**config.mk**
```make
export PLATFORM = sky130hd
export DESIGN_NAME = seq_multiplier
export DESIGN_NICKNAME = d
export VERILOG_FILES = /design/src/rtl/seq_multiplier.sv
export SDC_FILE = /design/constraint.sdc
export NUM_CORES = 1
export LEC_CHECK = 0
export ABC_CLOCK_PERIOD_IN_PS = 3300
export BUFFER_PORTS_ARGS = -buffer_cell sky130_fd_sc_hd__buf_2
export CORE_UTILIZATION = 54
export CTS_CLUSTER_SIZE = 25
export DETAILED_ROUTE_END_ITERATION = 12
export PLACE_DENSITY_LB_ADDON = 0.08
export SLEW_MARGIN = 20
export SYNTH_ARGS = -nofsm -noshare
export SYNTH_HDL_FRONTEND = slang
export SYNTH_SLANG_ARGS = --single-unit
```
**constraint.sdc**
```tcl
create_clock -name clk -period 3.3 [get_ports clk]
set_input_delay 0 -clock clk [delete_from_list [all_inputs] [get_ports clk]]
set_output_delay 0 -clock clk [all_outputs]
set_load 0.02 [all_outputs]
```
**src/rtl/seq_multiplier.sv**
```systemverilog
// seq_multiplier
//   Multi-cycle shift-add multiplier returning the full 2*WIDTH-bit product.
//   It handles unsigned operands and two's-complement signed operands.
//   A start/busy/done handshake lets the control unit stall while a multiply runs.
//
// Ports
//   clk          clock; all state changes on the rising edge
//   rst          synchronous active-high reset; aborts any operation in flight
//   start        request a multiply; sampled only when not busy (IDLE or DONE)
//   signed_mode  1 = a/b are two's complement, 0 = unsigned; sampled with start
//   a, b         multiplicand / multiplier; sampled with start
//   busy         high during the WIDTH iteration cycles
//   done         one-cycle pulse; product_hi/product_lo valid in that cycle
//   product_lo   low WIDTH bits of the product (equals the truncated product)
//   product_hi   high WIDTH bits of the product
//
// Timing: start sampled at the end of cycle 0, busy in cycles 1..WIDTH,
// done and the product in cycle WIDTH+1. A start seen in the DONE cycle
// launches the next operation immediately.
module seq_multiplier #(
  parameter int WIDTH = 8
) (
  input  logic             clk,
  input  logic             rst,
  input  logic             start,
  input  logic             signed_mode,
  input  logic [WIDTH-1:0] a,
  input  logic [WIDTH-1:0] b,
  output logic             busy,
  output logic             done,
  output logic [WIDTH-1:0] product_lo,
  output logic [WIDTH-1:0] product_hi
);

  localparam int CW = $clog2(WIDTH + 1);
  localparam logic [WIDTH-1:0]   ONE_W  = {{(WIDTH-1){1'b0}}, 1'b1};
  localparam logic [2*WIDTH-1:0] ONE_2W = {{(2*WIDTH-1){1'b0}}, 1'b1};

  typedef enum logic [1:0] {
    IDLE = 2'd0,
    RUN  = 2'd1,
    DONE = 2'd2
  } state_t;

  state_t             state_reg;
  logic [2*WIDTH-1:0] mcand_reg;   // multiplicand, shifted left each iteration
  logic [WIDTH-1:0]   mplier_reg;  // multiplier, shifted right each iteration
  logic [2*WIDTH-1:0] acc_reg;
  logic [CW-1:0]      cnt_reg;
  logic               neg_reg;     // result sign when operating on magnitudes

  logic [WIDTH-1:0]   a_mag;
  logic [WIDTH-1:0]   b_mag;
  logic               start_neg;
  logic [2*WIDTH-1:0] add_term;
  logic [2*WIDTH-1:0] acc_sum;
  logic [2*WIDTH-1:0] prod_final;
  logic               last_iter;

  // Magnitudes are held as WIDTH-bit unsigned values. This keeps the
  // most-negative operand exact: negating 0x80 gives 0x80, which reads as 128.
  always_comb begin
    a_mag     = (signed_mode && a[WIDTH-1]) ? (~a + ONE_W) : a;
    b_mag     = (signed_mode && b[WIDTH-1]) ? (~b + ONE_W) : b;
    start_neg = signed_mode & (a[WIDTH-1] ^ b[WIDTH-1]);
  end

  // The final iteration's sum is folded straight into the product register.
  // The result is then ready in the DONE cycle without an extra stage.
  always_comb begin
    add_term   = mplier_reg[0] ? mcand_reg : '0;
    acc_sum    = acc_reg + add_term;
    prod_final = neg_reg ? (~acc_sum + ONE_2W) : acc_sum;
    last_iter  = (cnt_reg == CW'(WIDTH - 1));
  end

  always_ff @(posedge clk) begin
    if (rst) begin
      state_reg  <= IDLE;
      mcand_reg  <= '0;
      mplier_reg <= '0;
      acc_reg    <= '0;
      cnt_reg    <= '0;
      neg_reg    <= 1'b0;
      busy       <= 1'b0;
      done       <= 1'b0;
      product_lo <= '0;
      product_hi <= '0;
    end else begin
      done <= 1'b0;
      if (state_reg == RUN) begin
        // start is deliberately ignored here; latched operands stay intact.
        acc_reg    <= acc_sum;
        mcand_reg  <= mcand_reg << 1;
        mplier_reg <= mplier_reg >> 1;
        cnt_reg    <= cnt_reg + CW'(1);
        if (last_iter) begin
          state_reg  <= DONE;
          busy       <= 1'b0;
          done       <= 1'b1;
          product_lo <= prod_final[WIDTH-1:0];
          product_hi <= prod_final[2*WIDTH-1:WIDTH];
        end
      end else if (start) begin
        // IDLE or DONE: accept a new operation (back-to-back from DONE).
        state_reg  <= RUN;
        mcand_reg  <= {{WIDTH{1'b0}}, a_mag};
        mplier_reg <= b_mag;
        acc_reg    <= '0;
        cnt_reg    <= '0;
        neg_reg    <= start_neg;
        busy       <= 1'b1;
      end else begin
        state_reg <= IDLE;
      end
    end
  end

endmodule

```
==> results_dict.tcl <==
set metrics [dict create \
    wl_um 9359 \
    start_kind "flip-flop" \
    synth-compound-area-share_pct 25.08 \
    cp_slowest_cell "a2111o_1" \
    critPathKind "reg -> reg" \
    drc 0 \
    synth-edff-count 0 \
    num_vias 3810 \
    fin_crit_sh_pct 97.14 \
    power.net_switching_uw 489.1 \
    wire_per_inst_um 13.99 \
    cts_buffer_depth 2 \
    diodes 0 \
    drv_cap 0 \
    synthAdderAreaFrac_pct 6.364 \
    tightestPinTransition_ns 0.8085 \
    synth_top_family_by_area "compound AO/OA/AOI/OAI gates" \
    first_iter_violations 204 \
    synth_cell_types 59 \
    die_y_um 88.61 \
    finalWorstSetupSlack_ns 0.09431 \
    hold_depth 4 \
    required_ns 3.57 \
    pwr-share-clk_pct 39.8 \
    grt_pass1_wl_um 15530 \
    drive_gt1_share_pct 20.70 \
    swShare_pct 28.09 \
    syn-num-nets 556 \
    dp_hpwl_um 6552 \
    critPathTopFamily "compound AO/OA/AOI/OAI gates" \
    tns_ns 0 \
    r2r_setup_slack_ns 0.09 \
    synth-seq-area-share_pct 32.13 \
    synth-main-ff-cell "dfxtp_1" \
    synthSimpleGateAreaFrac_pct 24.34 \
    leakage_uw 0.002045 \
    cts_max_level 3 \
    netlist_instances 516 \
    syn_area_um2 4050 \
    ioPinCount 38 \
    fin_skew_ns 0.01425 \
    layout.nets 605 \
    synthMuxAreaShare_pct 1.761 \
    dpl_cell_area_um2 4433 \
    critical_path.max_fanout 3 \
    design_area_um2 4795 \
    yosys_warnings 0 \
    critPathArrivalTime_ns 3.48 \
    pwr-share-comb_pct 13.2 \
    status "finished clean" \
    peakVddDrop_v 0.0002348 \
    max_stage_delay_ns 0.42 \
    die-area_um2 7851 \
    cp.depth 12 \
    worstPathCellList "and2_1 -> ha_2 -> fa_2 -> a21o_1 -> buf_4 -> a311o_2 -> a2111oi_4 -> nor4_1 -> nand4b_1 -> a2111o_1 -> o21a_1 -> o211ai_1" \
    syn2layout_area_growth_pct 18.38 \
    fp.dieW_um 88.61 \
    pwr_density_cell_nw_per_um2 363.1 \
    cts.clk_slew.worst_paths_ns 0.08 \
    max_freq_ghz 0.3119 \
    clk_latency_ns 0.35 \
    worstRegToRegCells 12 \
    io_buffers 37 \
    worstPathBufferInverterCount 1 \
    async_reset_ff_share_pct 0 \
    max_slew_margin_pct 46.04 \
    antenna_found_initial 0 \
    internal-power_uw 1252 \
    cts_buffers 9 \
    setup_viol 0 \
    grt_util_all_layers_pct 25.31 \
    place_ws_ns -0.08221 \
    grt_setup_unrepaired "true" \
    grt_overflow 0 \
    p_seq_share_pct 47.0 \
    grt_max_degree 64 \
    clockRootBuffer "clkbuf_8" \
    routabilityCongestion 0.8707 \
    min_period_ns 3.206 \
    syn_avg_cell_area_um2 7.849 \
    core_um2 7253 \
    grt_pass1_vias 3405 \
    via_per_inst 5.695 \
    cts_tree "yes" \
    finalPower_uw 1741 \
    synth_xor_area_share_pct 5.839 \
    start_util_pct 55.84 \
    ys_seq_elements 65 \
    cts_num_sinks 65 \
    postRouteAntennaNets 0 \
    slew_viol_final 0 \
    hold_viol_final 0 \
    worstSetupEndpointType "flip-flop" \
    std_cell_rows 31 \
    hp-class "in -> reg" \
    firstDrtPassIters 4 \
]
-- worst min-delay path, delay by kind of cell --
family                 cells  cell delay (ns)
buffers and inverters      1             0.12
AND/OR/NAND/NOR            1             0.08
XOR/XNOR                   1             0.07
AO/OA/AOI/OAI              1             0.06
-- power by group through the flow --
| stage | Combinational, uW | Clock (uW) | Sequential [uW] |
|---|---|---|---|
| after global routing | 256 | 744 | 821 |
| final | 229 | 694 | 818 |
| after floorplan | 149 | 0 | 833 |
| after CTS | 219 | 710 | 818 |
| after detailed placement | 214 | 0 | 836 |
| after global placement | 210 | 0 | 836 |
-- routing by layer --
| layer | GRT usage (%) | vias to the layer above | part of all wire, % |
|---|---|---|---|
| li1 | - | 1964 | - |
| met1 | 33.16 | 1729 | 48 |
| met2 | 41.96 | 107 | 45 |
| met3 | 4.291 | 10 | 5.8 |
| met4 | 9.091 | 0 | 1.1 |
| met5 | 0 | - | 0 |
-- cell usage in the layout, fill, tap and decap left out, types with 2 or more instances in the layout --
master / n
nor2_1: 90
dfxtp_1: 64
a21oi_1: 47
buf_2: 37
buf_4: 27
and3_1: 25
a211oi_1: 23
nand2_1: 22
o21ai_0: 18
xnor2_1: 18
and2_1: 17
inv_1: 16
nor3_1: 12
ha_1: 12
clkbuf_8: 9
xor2_1: 7
a31oi_1: 7
a311oi_1: 7
or3_1: 6
nand3_1: 6
mux2i_1: 6
ha_2: 6
o211ai_1: 5
a21o_1: 4
o31ai_1: 4
nor4_1: 4
or2_2: 3
nand4_1: 3
nor2b_1: 3
o21a_1: 3
dlygate4sd3_1: 3
a31o_2: 2
a211o_2: 2
o31a_1: 2
a2111o_1: 2
xnor2_2: 2
clkinv_4: 2
inv_6: 2
-- cell usage after synthesis, types with 7 or more instances --
cell type,number,area share (%)
inv_1,16,1.5
a211oi_1,24,4.4
and2_1,18,2.8
and3_1,25,3.9
clkbuf_1,28,2.6
nor3_1,12,1.5
xor2_1,7,1.5
o21ai_0,18,2.2
dfxtp_1,65,32
xnor2_1,20,4.3
or3_1,7,1.1
nand2_1,22,2.0
nor2_1,90,8.3
a21oi_1,47,5.8
ha_1,19,5.9
a311oi_1,7,1.5
a31oi_1,7,1.1
-- path summary, 6_finish.rpt --
check | startpoint | endpoint
worst min-delay path | b[7] | neg_reg$_SDFFE_PP0P_
worst max register to register | mplier_reg[0]$_SDFFE_PP0P_ | product_hi[7]$_SDFFE_PP0P_
worst min register to register | product_hi[7]$_SDFFE_PP0P_ | product_hi[7]$_SDFFE_PP0P_
worst max-delay path | mplier_reg[0]$_SDFFE_PP0P_ | product_hi[7]$_SDFFE_PP0P_
-- final cells by class --
class,instances,area [um^2]
clock buffer,9,123.9
clock inverter,7,77.57
fill,676,2459
inverter,16,60.06
multi-input combinational,405,2678
sequential,65,1303
tap,99,123.9
timing repair buffer,68,429.2
-- kinds of logic after synthesis --
kind of cell,Yosys count
fa+ha+maj,20
mux,7
buf+inv,46
compound gates,148
simple gates,203
xor+xnor,27
flops,65
-- timing repair --
action | in CTS | in global routing
cloned | 0 | 0
gates resized for setup | 5 | 18
hold buffers | 3 | 0
pin swaps | 0 | 6
hold endpoints to repair | 3 | 0
buffers inserted | 0 | 3
endpoints found under the setup margin | 4 | 5
-- per-stage QoR --
step	utilization, %	hold slack (ns)	instances
floorplan	-	0.1714	516
global placement	61.12	0.2890	647
detailed placement	61.12	0.2945	647
CTS	64.74	0.02636	666
global route	66.10	0.05307	669
finish	66.10	0.03435	669
Power figures use the tool's default switching activity.
